## src/rtl/fact_accel.sv

```systemverilog
// fact_accel: memory-mapped factorial accelerator on the core data bus.
//   Computes n! iteratively, one multiply per clock.
//   Latency: done rises max(n,1) edges after the GO write; the error path takes 1 edge.
//   Backpressure: none. A GO write while a run is in progress is dropped.
// Ports:
//   clk        - rising-edge clock
//   reset      - asynchronous, active-low; clears all state
//   sel        - chip select from the address decoder
//   addr       - word offset: 0=N, 1=GO, 2=STATUS, 3=RESULT
//   WE         - write enable, qualified by sel
//   write_data - bus write data
//   data_out   - combinational read data; zero unless sel=1 and WE=0
//   done       - completion flag, mirrors STATUS[0]
// Build option FACT_RD_CLR_EN: a RESULT read sampled at an edge in DONE or ERR
//   clears done/err and returns the FSM to IDLE. P is kept.
module fact_accel #(
  parameter int DATA_WIDTH = 32,
  parameter int N_WIDTH    = 4,
  parameter int N_MAX      = 12
) (
  input  logic                  clk,
  input  logic                  reset,
  input  logic                  sel,
  input  logic [1:0]            addr,
  input  logic                  WE,
  input  logic [DATA_WIDTH-1:0] write_data,
  output logic [DATA_WIDTH-1:0] data_out,
  output logic                  done
);

  typedef enum logic [1:0] {
    S_IDLE = 2'd0,
    S_BUSY = 2'd1,
    S_DONE = 2'd2,
    S_ERR  = 2'd3
  } state_t;

  localparam logic [1:0] A_N      = 2'd0;
  localparam logic [1:0] A_GO     = 2'd1;
  localparam logic [1:0] A_STATUS = 2'd2;
  localparam logic [1:0] A_RESULT = 2'd3;

  // One extra bit so an N_MAX at the top of the operand range still compares correctly.
  localparam logic [N_WIDTH:0] N_MAX_W = N_MAX[N_WIDTH:0];

  state_t                state_q;
  logic [N_WIDTH-1:0]    n_q;
  logic [N_WIDTH-1:0]    cnt_q;
  logic [DATA_WIDTH-1:0] p_q;
  logic [DATA_WIDTH-1:0] p_d;
  logic                  done_q;
  logic                  err_q;
  logic                  busy_q;

  logic n_wr;
  logic go_wr;
  logic n_too_big;
`ifdef FACT_RD_CLR_EN
  logic res_rd;
`endif

  // Only the low N_WIDTH bits of the bus are stored in N; bit 0 alone is used for GO.
  logic unused_wdata;
  assign unused_wdata = ^write_data[DATA_WIDTH-1:N_WIDTH];

  assign n_wr      = sel && WE && (addr == A_N);
  assign go_wr     = sel && WE && (addr == A_GO) && write_data[0];
  assign n_too_big = ({1'b0, n_q} > N_MAX_W);
`ifdef FACT_RD_CLR_EN
  assign res_rd    = sel && !WE && (addr == A_RESULT);
`endif

  // Product truncated to the bus width; cnt is zero-extended before the multiply.
  assign p_d = p_q * DATA_WIDTH'(cnt_q);

  // The N register is writable in every state; a running computation only sees cnt_q.
  always_ff @(posedge clk or negedge reset) begin
    if (!reset) begin
      n_q <= '0;
    end else if (n_wr) begin
      n_q <= write_data[N_WIDTH-1:0];
    end
  end

  always_ff @(posedge clk or negedge reset) begin
    if (!reset) begin
      state_q <= S_IDLE;
      cnt_q   <= '0;
      p_q     <= '0;
      done_q  <= 1'b0;
      err_q   <= 1'b0;
      busy_q  <= 1'b0;
    end else begin
      case (state_q)
        S_BUSY: begin
          // GO writes are ignored here by construction.
          if (cnt_q <= N_WIDTH'(1)) begin
            state_q <= S_DONE;
            done_q  <= 1'b1;
            busy_q  <= 1'b0;
          end else begin
            p_q   <= p_d;
            cnt_q <= cnt_q - N_WIDTH'(1);
          end
        end
        default: begin
          // IDLE, DONE and ERR all accept a new GO.
          if (go_wr) begin
            if (n_too_big) begin
              state_q <= S_ERR;
              p_q     <= '0;
              done_q  <= 1'b1;
              err_q   <= 1'b1;
              busy_q  <= 1'b0;
            end else begin
              state_q <= S_BUSY;
              p_q     <= DATA_WIDTH'(1);
              cnt_q   <= n_q;
              done_q  <= 1'b0;
              err_q   <= 1'b0;
              busy_q  <= 1'b1;
            end
          end
`ifdef FACT_RD_CLR_EN
          else if (res_rd && (state_q != S_IDLE)) begin
            state_q <= S_IDLE;
            done_q  <= 1'b0;
            err_q   <= 1'b0;
          end
`endif
        end
      endcase
    end
  end

  always_comb begin
    data_out = '0;
    if (sel && !WE) begin
      case (addr)
        A_N:      data_out = DATA_WIDTH'(n_q);
        A_GO:     data_out = '0;
        A_STATUS: data_out = DATA_WIDTH'({busy_q, err_q, done_q});
        A_RESULT: data_out = p_q;
        default:  data_out = '0;
      endcase
    end
  end

  assign done = done_q;

endmodule

```

## config.mk

```make
export PLATFORM = sky130hd
export DESIGN_NAME = fact_accel
export DESIGN_NICKNAME = d
export VERILOG_FILES = /design/src/rtl/fact_accel.sv
export SDC_FILE = /design/constraint.sdc
export NUM_CORES = 1
export LEC_CHECK = 0
export ABC_AREA = 0
export ABC_CLOCK_PERIOD_IN_PS = 4900
export CAP_MARGIN = 5
export CELL_PAD_IN_SITES_DETAIL_PLACEMENT = 1
export CELL_PAD_IN_SITES_GLOBAL_PLACEMENT = 2
export CORE_ASPECT_RATIO = 1.4
export CORE_MARGIN = 2
export CORE_UTILIZATION = 35
export DETAILED_ROUTE_END_ITERATION = 6
export MAX_ROUTING_LAYER = met4
export PLACE_DENSITY_LB_ADDON = 0.15
export SLEW_MARGIN = 20
export SYNTH_ARGS = -nofsm -noshare
export SYNTH_HDL_FRONTEND = slang
export SYNTH_SLANG_ARGS = --single-unit
```

## constraint.sdc

```tcl
create_clock -name clk -period 4.9 [get_ports clk]
set_input_delay 0.98 -clock clk [delete_from_list [all_inputs] [get_ports clk]]
set_output_delay 0.98 -clock clk [all_outputs]
set_load 0.02 [all_outputs]
```

==> results of run 1 <==
-- sequential cells by signal, indices dropped and copies added (netlist names) --
signal	count
n_q	4
busy_q	1
p_q	32
state_q	2
err_q	1
cnt_q	4
done	1
-- layout make-up --
cell class | count | area (sq um) | share of cell area [%]
multi-input cells | 526 | 4270 | 63.5
inverters | 115 | 432 | 6.42
clock inverters | 3 | 25.0 | 0.372
flip-flops and latches | 45 | 1130 | 16.8
repair buffers | 52 | 490 | 7.30
clock buffers | 5 | 125 | 1.86
well taps | 203 | 254 | 3.78
-- synth_stat cells (all sizes together), types with 7 or more instances --
| cell | n | area (sq um) |
|---|---|---|
| and2 | 115 | 719 |
| inv | 115 | 432 |
| nand2 | 82 | 308 |
| fa | 57 | 1140 |
| dfrtp | 45 | 1130 |
| o21ai | 44 | 224 |
| a21oi | 35 | 183 |
| ha | 34 | 425 |
| clkbuf | 27 | 101 |
| nor2 | 20 | 77.6 |
| xnor2 | 15 | 131 |
| a21o | 13 | 97.6 |
| nand3 | 11 | 55.1 |
| xor2 | 10 | 87.6 |
| o211ai | 9 | 72.6 |
| a22o | 8 | 70.1 |
| o21a | 7 | 52.6 |
-- stage by stage --
| stage | std cells | hold WS (ns) | instance area, sq um | util, % |
|---|---|---|---|---|
| 5_1_grt | 949 | 0.532 | 6720 | 40.3 |
| 3_3_place_gp | 941 | 0.459 | 6570 | 39.4 |
| 4_1_cts | 949 | 0.504 | 6720 | 40.3 |
| 2_1_floorplan | 714 | 0.445 | 5930 | - |
| 6_report | 949 | 0.501 | 6720 | 40.3 |
| 3_5_place_dp | 941 | 0.485 | 6570 | 39.4 |
-- layer usage --
layer | routed length, um | share of wire, % | global-route usage [%]
met1 | 6780 | 41 | 23.4
met2 | 9110 | 55 | 38.4
met3 | 411 | 2.5 | 1.45
met4 | 248 | 1.5 | 4.59
met5 | 0 | 0 | -
-- worst paths after layout --
check / slack, ns / start / to / cells after the start
min in group asynchronous: 0.78 / reset / n_q[0]$_DFFE_PN0P_ / 2
max: 0.41 / cnt_q[3]$_DFFE_PN0P_ / p_q[28]$_DFFE_PN0P_ / 15
max in group asynchronous: 3.67 / reset / p_q[10]$_DFFE_PN0P_ / 2
min: 0.50 / err_q$_DFFE_PN0P_ / err_q$_DFFE_PN0P_ / 2
max reg2reg: 0.41 / cnt_q[3]$_DFFE_PN0P_ / p_q[28]$_DFFE_PN0P_ / 15
min reg2reg: 0.50 / err_q$_DFFE_PN0P_ / err_q$_DFFE_PN0P_ / 2
-- cell families (layout without fill, tap and decap cells) --
kind of cell | count (synthesis) | in the layout | share of synthesized area (%)
AOI/OAI and AO/OA | 147 | 147 | 17.9
xor gates and xnor gates | 25 | 25 | 3.69
adders and majority gates | 91 | 91 | 26.4
buffers and inverters | 143 | 175 | 9.12
DFF | 45 | 45 | 19.0
muxes | 6 | 6 | 1.14
and+or+nand+nor | 257 | 257 | 22.8
-- worst reg2reg max path, cell delays in order (launching register included) --
cell and delay (ns):
dfrtp_1 0.58, buf_4 0.32, and2_1 0.18, fa_1 0.54
inv_1 0.06, fa_1 0.53, inv_1 0.04, ha_1 0.36
a21oi_1 0.30, o21a_1 0.21, nand2_1 0.09, a211oi_4 0.30
o21ai_2 0.15, a31o_4 0.26, a21o_1 0.18, a221o_1 0.29
-- power by group through the flow --
stage / logic, mW / clock network (mW) / registers [mW]
after floorplan: 2.97 / 0 / 0.652
after global placement: 3.67 / 0 / 0.816
after detailed placement: 3.80 / 0 / 0.825
after CTS: 3.82 / 0.381 / 0.818
after global routing: 4.31 / 0.395 / 0.849
final: 3.73 / 0.366 / 0.806
==> results_dict.tcl, run 1 <==
set metrics [dict create \
    cts_resized 0 \
    peakVddDrop_mv 0.249 \
    p_per_area_nw_per_um2 730 \
    timing.final.hold_violations 0 \
    post_cts_buffers 0 \
    synth_flop_cell "dfrtp_1" \
    viasPerCell 5.23 \
    fin_nets 874 \
    ys_async_sr_fraction_pct 100 \
    die_width_um 114 \
    crit_chain "buf_4 > and2_1 > fa_1 > inv_1 > fa_1 > inv_1 > ha_1 > a21oi_1 > o21a_1 > nand2_1 > a211oi_4 > o21ai_2 > a31o_4 > a21o_1 > a221o_1" \
    diodes 0 \
    num_rows 56 \
    place_hpwl_um 12600 \
    grt_usage_pct 20.4 \
    antenna_found_initial 1 \
    fin_ws_ns 0.407 \
    pre_cts_slack_ns 0.411 \
    synthDistinctLibCells 54 \
    grt_first_pass_wirelength_um 28400 \
    grt_pass1_vias 5641 \
    cts-buffers-inserted 5 \
    io_pins 71 \
    ant_nets 0 \
    rsz0062_at_grt "false" \
    crit_fanout 18 \
    gr-total-overflow 0 \
    end_kind "register" \
    numClockSinks 45 \
    p_switching_mw 2.70 \
    clkPwrFrac_pct 7.5 \
    ys_seq_area_share_pct 19.0 \
    ys_warn_count 0 \
    hp-class "register to register" \
    die_h_um 158 \
    synth_nets 843 \
    slew_violations 0 \
    path_buf_inv 3 \
    dieArea_sq_um 18000 \
    synth_edf_count 0 \
    nFillCells 2011 \
    crit_slowest_cell "dfrtp_1" \
    drive_gt1_share_pct 5.63 \
    synth_seq_cells 45 \
    clk_pin_slew_ns 0.07 \
    critPathLaunchType "register" \
    route.detailed.drc 0 \
    wl_um 16500 \
    p_leak_nw 3.23 \
    p_int_mw 2.21 \
    portBuffers 42 \
    postCtsHoldBufs 0 \
    grt_max_degree 46 \
    total_power_mw 4.91 \
    syn_avg_cell_area_sq_um 8.30 \
    synthCells 714 \
    core_area_sq_um 16700 \
    path_class "register to register" \
    drt-initial-drc-count 125 \
    min_period_ns 4.49 \
    cts.root.buffer_cell "clkbuf_16" \
    final-setup-viol-count 0 \
    netlist_area_sq_um 5930 \
    fin_tns_setup_ns 0 \
    cts_tree "done" \
    initial_core_util_pct 35.5 \
    outcome "complete, no violations" \
    p_seq_share_pct 16.4 \
    drt_first_pass_iters 4 \
    skew_ns 0.00455 \
    swShare_pct 55.1 \
    clockBufferDepth 2 \
    layout_common_cells "115 x and2_1, 115 x inv_1, 82 x nand2_1" \
    pwr-share-comb_pct 76.1 \
    gp_congestion 0.810 \
    wl_per_cell_um 17.4 \
    htreeDepth 2 \
    vias 4960 \
    drv_cap 0 \
    cpPeakStageDelay_ns 0.58 \
    slew_headroom_pct 38.0 \
    fin_crit_sh_pct 91.7 \
    cp_data_required_time_ns 5.08 \
    tightest_slew_ns 0.930 \
    cp.arrival_ns 4.67 \
    clock.fmax_mhz 223 \
    cpLargestDelayFamily "compound AO/OA/AOI/OAI gates" \
    clkLatencyLatePin_ns 0.29 \
    area_growth_syn_to_layout_pct 13.4 \
]
(Power assumes the default switching activity.)
==> run 2, diff against run 1 <==
- MAX_ROUTING_LAYER: met4 -> not set
- SKIP_CTS_REPAIR_TIMING: not set -> 1
==> results_dict.tcl, run 2 (synthesis gave the netlist of run 1 again) <==
set metrics [dict create \
    outcome "complete, no violations" \
    route.detailed.drc 0 \
    io_pins 71 \
    clk_pin_slew_ns 0.07 \
    crit_slowest_cell "dfrtp_1" \
    crit_fanout 18 \
    antenna_found_initial 1 \
    clockBufferDepth 2 \
    drt-initial-drc-count 130 \
    peakVddDrop_mv 0.249 \
    largest-register "p_q" \
    multi_input_area_sq_um 4270 \
    die_width_um 114 \
    rsz0062_at_grt "false" \
    vias 4970 \
    register_area_sq_um 1130 \
    initial_core_util_pct 35.5 \
    wl_um 16500 \
    cpPeakStageDelay_ns 0.58 \
    viasPerCell 5.24 \
    clock.fmax_mhz 223 \
    reg.largest.list "p_q (32), cnt_q (4), n_q (4)" \
    cp_data_required_time_ns 5.08 \
    crit_chain "buf_4 > and2_1 > fa_1 > inv_1 > fa_1 > inv_1 > ha_1 > a21oi_1 > o21a_1 > nand2_1 > a211oi_4 > o21ai_2 > a31o_4 > a21o_1 > a221o_1" \
    cts.root.buffer_cell "clkbuf_16" \
    die_h_um 158 \
    fin_tns_setup_ns 0 \
    gp_congestion 0.799 \
    hp-class "register to register" \
    min_period_ns 4.49 \
    dieArea_sq_um 18000 \
    area_growth_syn_to_layout_pct 13.4 \
    grt_pass1_vias 5641 \
    drv_cap 0 \
    cts_tree "done" \
    fin_crit_sh_pct 91.6 \
    timing.final.hold_violations 0 \
    place_hpwl_um 12600 \
    wl_per_cell_um 17.4 \
    p_leak_nw 3.23 \
    gr-total-overflow 0 \
    slew_violations 0 \
    cts-buffers-inserted 5 \
    final-setup-viol-count 0 \
    grt_first_pass_wirelength_um 28400 \
    clkLatencyLatePin_ns 0.29 \
    ant_nets 0 \
    cp.arrival_ns 4.67 \
    grt_max_degree 46 \
    nFillCells 2011 \
    fin_nets 874 \
    slew_headroom_pct 38.0 \
    skew_ns 0.00442 \
    num_rows 56 \
    path_class "register to register" \
    grt_usage_pct 19.8 \
    numClockSinks 45 \
    drive_gt1_share_pct 5.63 \
    portBuffers 42 \
    core_area_sq_um 16700 \
    drt_first_pass_iters 4 \
    p_per_area_nw_per_um2 730 \
    critPathLaunchType "register" \
    htreeDepth 2 \
    end_kind "register" \
    tightest_slew_ns 0.929 \
    total_power_mw 4.90 \
    diodes 0 \
    largest_reg_flops 32 \
    layout_common_cells "115 x and2_1, 115 x inv_1, 82 x nand2_1" \
]
run 2: area by class of cell:
type / instances / share of cell area [%]
clock inverters: 3 / 0.372
flip-flops and latches: 45 / 16.8
multi-input cells: 526 / 63.5
clock buffers: 5 / 1.86
inverters: 115 / 6.42
well taps: 203 / 3.78
repair buffers: 52 / 7.30
run 2: power by group:
| group | switching [mW] | internal, mW | leakage [nW] |
|---|---|---|---|
| clock network | 0.173 | 0.194 | 0.0708 |
| logic | 2.24 | 1.49 | 2.59 |
| registers | 0.285 | 0.521 | 0.569 |
| total | 2.70 | 2.20 | 3.23 |
run 2: path summary, 6_finish.rpt:
kind,startpoint,to,slack (ns),cells past startpoint
worst max-delay path,cnt_q[3]$_DFFE_PN0P_,p_q[28]$_DFFE_PN0P_,0.41,15
worst min-delay path,err_q$_DFFE_PN0P_,err_q$_DFFE_PN0P_,0.50,2
worst max register to register,cnt_q[3]$_DFFE_PN0P_,p_q[28]$_DFFE_PN0P_,0.41,15
worst min register to register,err_q$_DFFE_PN0P_,err_q$_DFFE_PN0P_,0.50,2
max in group asynchronous,reset,p_q[10]$_DFFE_PN0P_,3.66,2
min in group asynchronous,reset,n_q[0]$_DFFE_PN0P_,0.79,2
run 2: routing by layer:
layer	wire (um)	track usage [%]
met3	361	1.49
met2	9110	38.4
met4	244	4.59
met1	6820	23.5
met5	0	0
run 2: metrics by stage:
stage	hold WS (ns)	instances	util (%)	worst slack (ns)	instance area [sq um]
4_1_cts	0.504	949	40.3	0.376	6720
3_5_place_dp	0.485	941	39.4	0.411	6570
3_3_place_gp	0.459	941	39.4	0.419	6570
6_report	0.501	949	40.3	0.411	6720
5_1_grt	0.532	949	40.3	0.0520	6720
2_1_floorplan	0.445	714	-	0.895	5930
run 2: worst max-delay path, delay by kind of cell, from the launching register on:
kind	cells	cell delay (ns)
buffers and inverters	3	0.42
AOI/OAI and AO/OA	7	1.68
and+or+nand+nor	2	0.27
adders and majority gates	3	1.43
DFF	1	0.58
==> run 3, diff against run 2 <==
--- a/config.mk
+++ b/config.mk
@@ -7,5 +7,5 @@
 export LEC_CHECK = 0
 export ABC_AREA = 0
-export ABC_CLOCK_PERIOD_IN_PS = 4900
+export ABC_CLOCK_PERIOD_IN_PS = 4050
 export CAP_MARGIN = 5
 export CELL_PAD_IN_SITES_DETAIL_PLACEMENT = 1
@@ -13,5 +13,5 @@
 export CORE_ASPECT_RATIO = 1.4
 export CORE_MARGIN = 2
-export CORE_UTILIZATION = 35
+export CORE_UTILIZATION = 31
 export DETAILED_ROUTE_END_ITERATION = 6
 export PLACE_DENSITY_LB_ADDON = 0.15
==> constraint.sdc (replaced) <==
create_clock -name clk -period 4.05 [get_ports clk]
set_input_delay 0.81 -clock clk [delete_from_list [all_inputs] [get_ports clk]]
set_output_delay 0.81 -clock clk [all_outputs]
set_load 0.01 [all_outputs]
==> results_dict.tcl, run 3 (synthesis gave the netlist of run 1 again) <==
set metrics [dict create \
    outcome "finished, violations left" \
    violations "setup timing" \
    gr-total-overflow 0 \
    route.detailed.drc 0 \
    place_hpwl_um 14100 \
    r2r_end "p_q[30]$_DFFE_PN0P_" \
    path_class "register to register" \
    crit_fanout 18 \
    grt_usage_pct 18.9 \
    drt-initial-drc-count 122 \
    grt_max_degree 37 \
    antenna_found_initial 1 \
    num_rows 59 \
    timing.final.hold_violations 0 \
    drv_cap 0 \
    skew_ns 0.00429 \
    dieArea_sq_um 20300 \
    htreeDepth 2 \
    critPathLaunchType "register" \
    initial_core_util_pct 31.7 \
    rsz0062_at_grt "true" \
    die_h_um 168 \
    fin_nets 946 \
    r2r_start "cnt_q[3]$_DFFE_PN0P_" \
    drt_first_pass_iters 4 \
    slew_violations 0 \
    core_area_sq_um 18700 \
    final-setup-viol-count 4 \
    worst_r2r_path_depth 18 \
    pre_cts_slack_ns -0.295 \
    slew_headroom_pct 35.9 \
    area_growth_syn_to_layout_pct 31.2 \
    cts_tree "done" \
    startpoint "cnt_q[3]$_DFFE_PN0P_" \
    fin_crit_sh_pct 101 \
    cts-buffers-inserted 5 \
    clkLatencyLatePin_ns 0.30 \
    hp-class "register to register" \
    reg.largest.list "p_q (32), cnt_q (4), n_q (4)" \
    end_kind "register" \
    wl_per_cell_um 17.5 \
    cp.arrival_ns 4.34 \
    diodes 0 \
    cp_data_required_time_ns 4.29 \
    largest-register "p_q" \
    largest_reg_flops 32 \
    io_pins 71 \
    cts.root.buffer_cell "clkbuf_16" \
    layout_common_cells "107 x and2_1, 107 x inv_1, 76 x nand2_1" \
    vias 5228 \
    clk_pin_slew_ns 0.07 \
    clock.fmax_mhz 243 \
    worstSetupEndpoint "p_q[30]$_DFFE_PN0P_" \
    gp_congestion 0.820 \
    portBuffers 42 \
    fin_ws_ns -0.0580 \
    drive_gt1_share_pct 21.0 \
    numClockSinks 45 \
    rrSetupSlack_ns -0.06 \
    grt_first_pass_wirelength_um 30500 \
    grt_pass1_vias 5933 \
    ant_nets 0 \
    viasPerCell 4.92 \
    min_period_ns 4.11 \
    clockBufferDepth 2 \
    wl_um 18600 \
    die_width_um 121 \
    tightest_slew_ns 0.962 \
]
## run 3: changes by cell type in the layout (fill, tap and decap cells not counted), moves of 6 or more
cell and change:
buf_4 +62, ha_1 -14, ha_4 +14, and2_1 -8, and2_4 +8, inv_1 -8, inv_2 +8, buf_6 +7
nand2_1 -6, nand2_2 +6, o21ai_0 -6
## run 3: worst max-delay path: stages, from the launching register on
cell	delay, ns
dfrtp_2	0.50
buf_4	0.17
buf_12	0.15
and2_1	0.16
fa_1	0.53
inv_1	0.06
fa_1	0.54
inv_1	0.07
ha_4	0.31
nand2_2	0.07
o21a_1	0.21
nand2_2	0.08
a211oi_4	0.05
buf_6	0.13
o31ai_4	0.25
buf_4	0.16
a21oi_1	0.10
or4_1	0.43
nand3_1	0.09
## run 3: stage by stage
step / utilization (%) / cells / instance area (sq um) / hold WS, ns / TNS (ns)
2_1_floorplan: - / 714 / 5930 / 0.445 / 0
4_1_cts: 39.0 / 1053 / 7290 / 0.489 / -2.25
3_3_place_gp: 38.0 / 1045 / 7090 / 0.457 / -1.82
6_report: 41.6 / 1062 / 7780 / 0.484 / -0.186
5_1_grt: 41.6 / 1062 / 7780 / 0.515 / -0.951
3_5_place_dp: 38.0 / 1045 / 7090 / 0.471 / -1.69
## run 3: cell type report
type	instances	area, sq um
tap	244	305
sequential	45	1130
timing repair buffer	124	1100
clock inverter	3	68.8
clock buffer	5	125
multi-input combinational	526	4620
inverter	115	432
fill	2192	10900
## run 3: how the worst min path moves through the flow
stage | end | from | slack, ns | depth (start not counted)
finish | busy_q$_DFFE_PN0P_ | busy_q$_DFFE_PN0P_ | 0.48 | 1
global route | busy_q$_DFFE_PN0P_ | busy_q$_DFFE_PN0P_ | 0.52 | 1
CTS | busy_q$_DFFE_PN0P_ | busy_q$_DFFE_PN0P_ | 0.49 | 1
detailed placement | busy_q$_DFFE_PN0P_ | busy_q$_DFFE_PN0P_ | 0.47 | 1
global placement | busy_q$_DFFE_PN0P_ | busy_q$_DFFE_PN0P_ | 0.46 | 1
floorplan | err_q$_DFFE_PN0P_ | err_q$_DFFE_PN0P_ | 0.44 | 2
## run 3: metal layers
metal | GRT usage, % | share of wire (%) | vias up
met5 | 0 | 0 | -
met1 | 22.6 | 41 | 2663
li1 | - | - | 2500
met4 | 3.79 | 0.94 | 0
met2 | 36.3 | 56 | 56
met3 | 1.57 | 1.7 | 9
Power of run 3 is not shown: default switching activity piles up to over one toggle a cycle in this logic, so the estimate is an artifact.
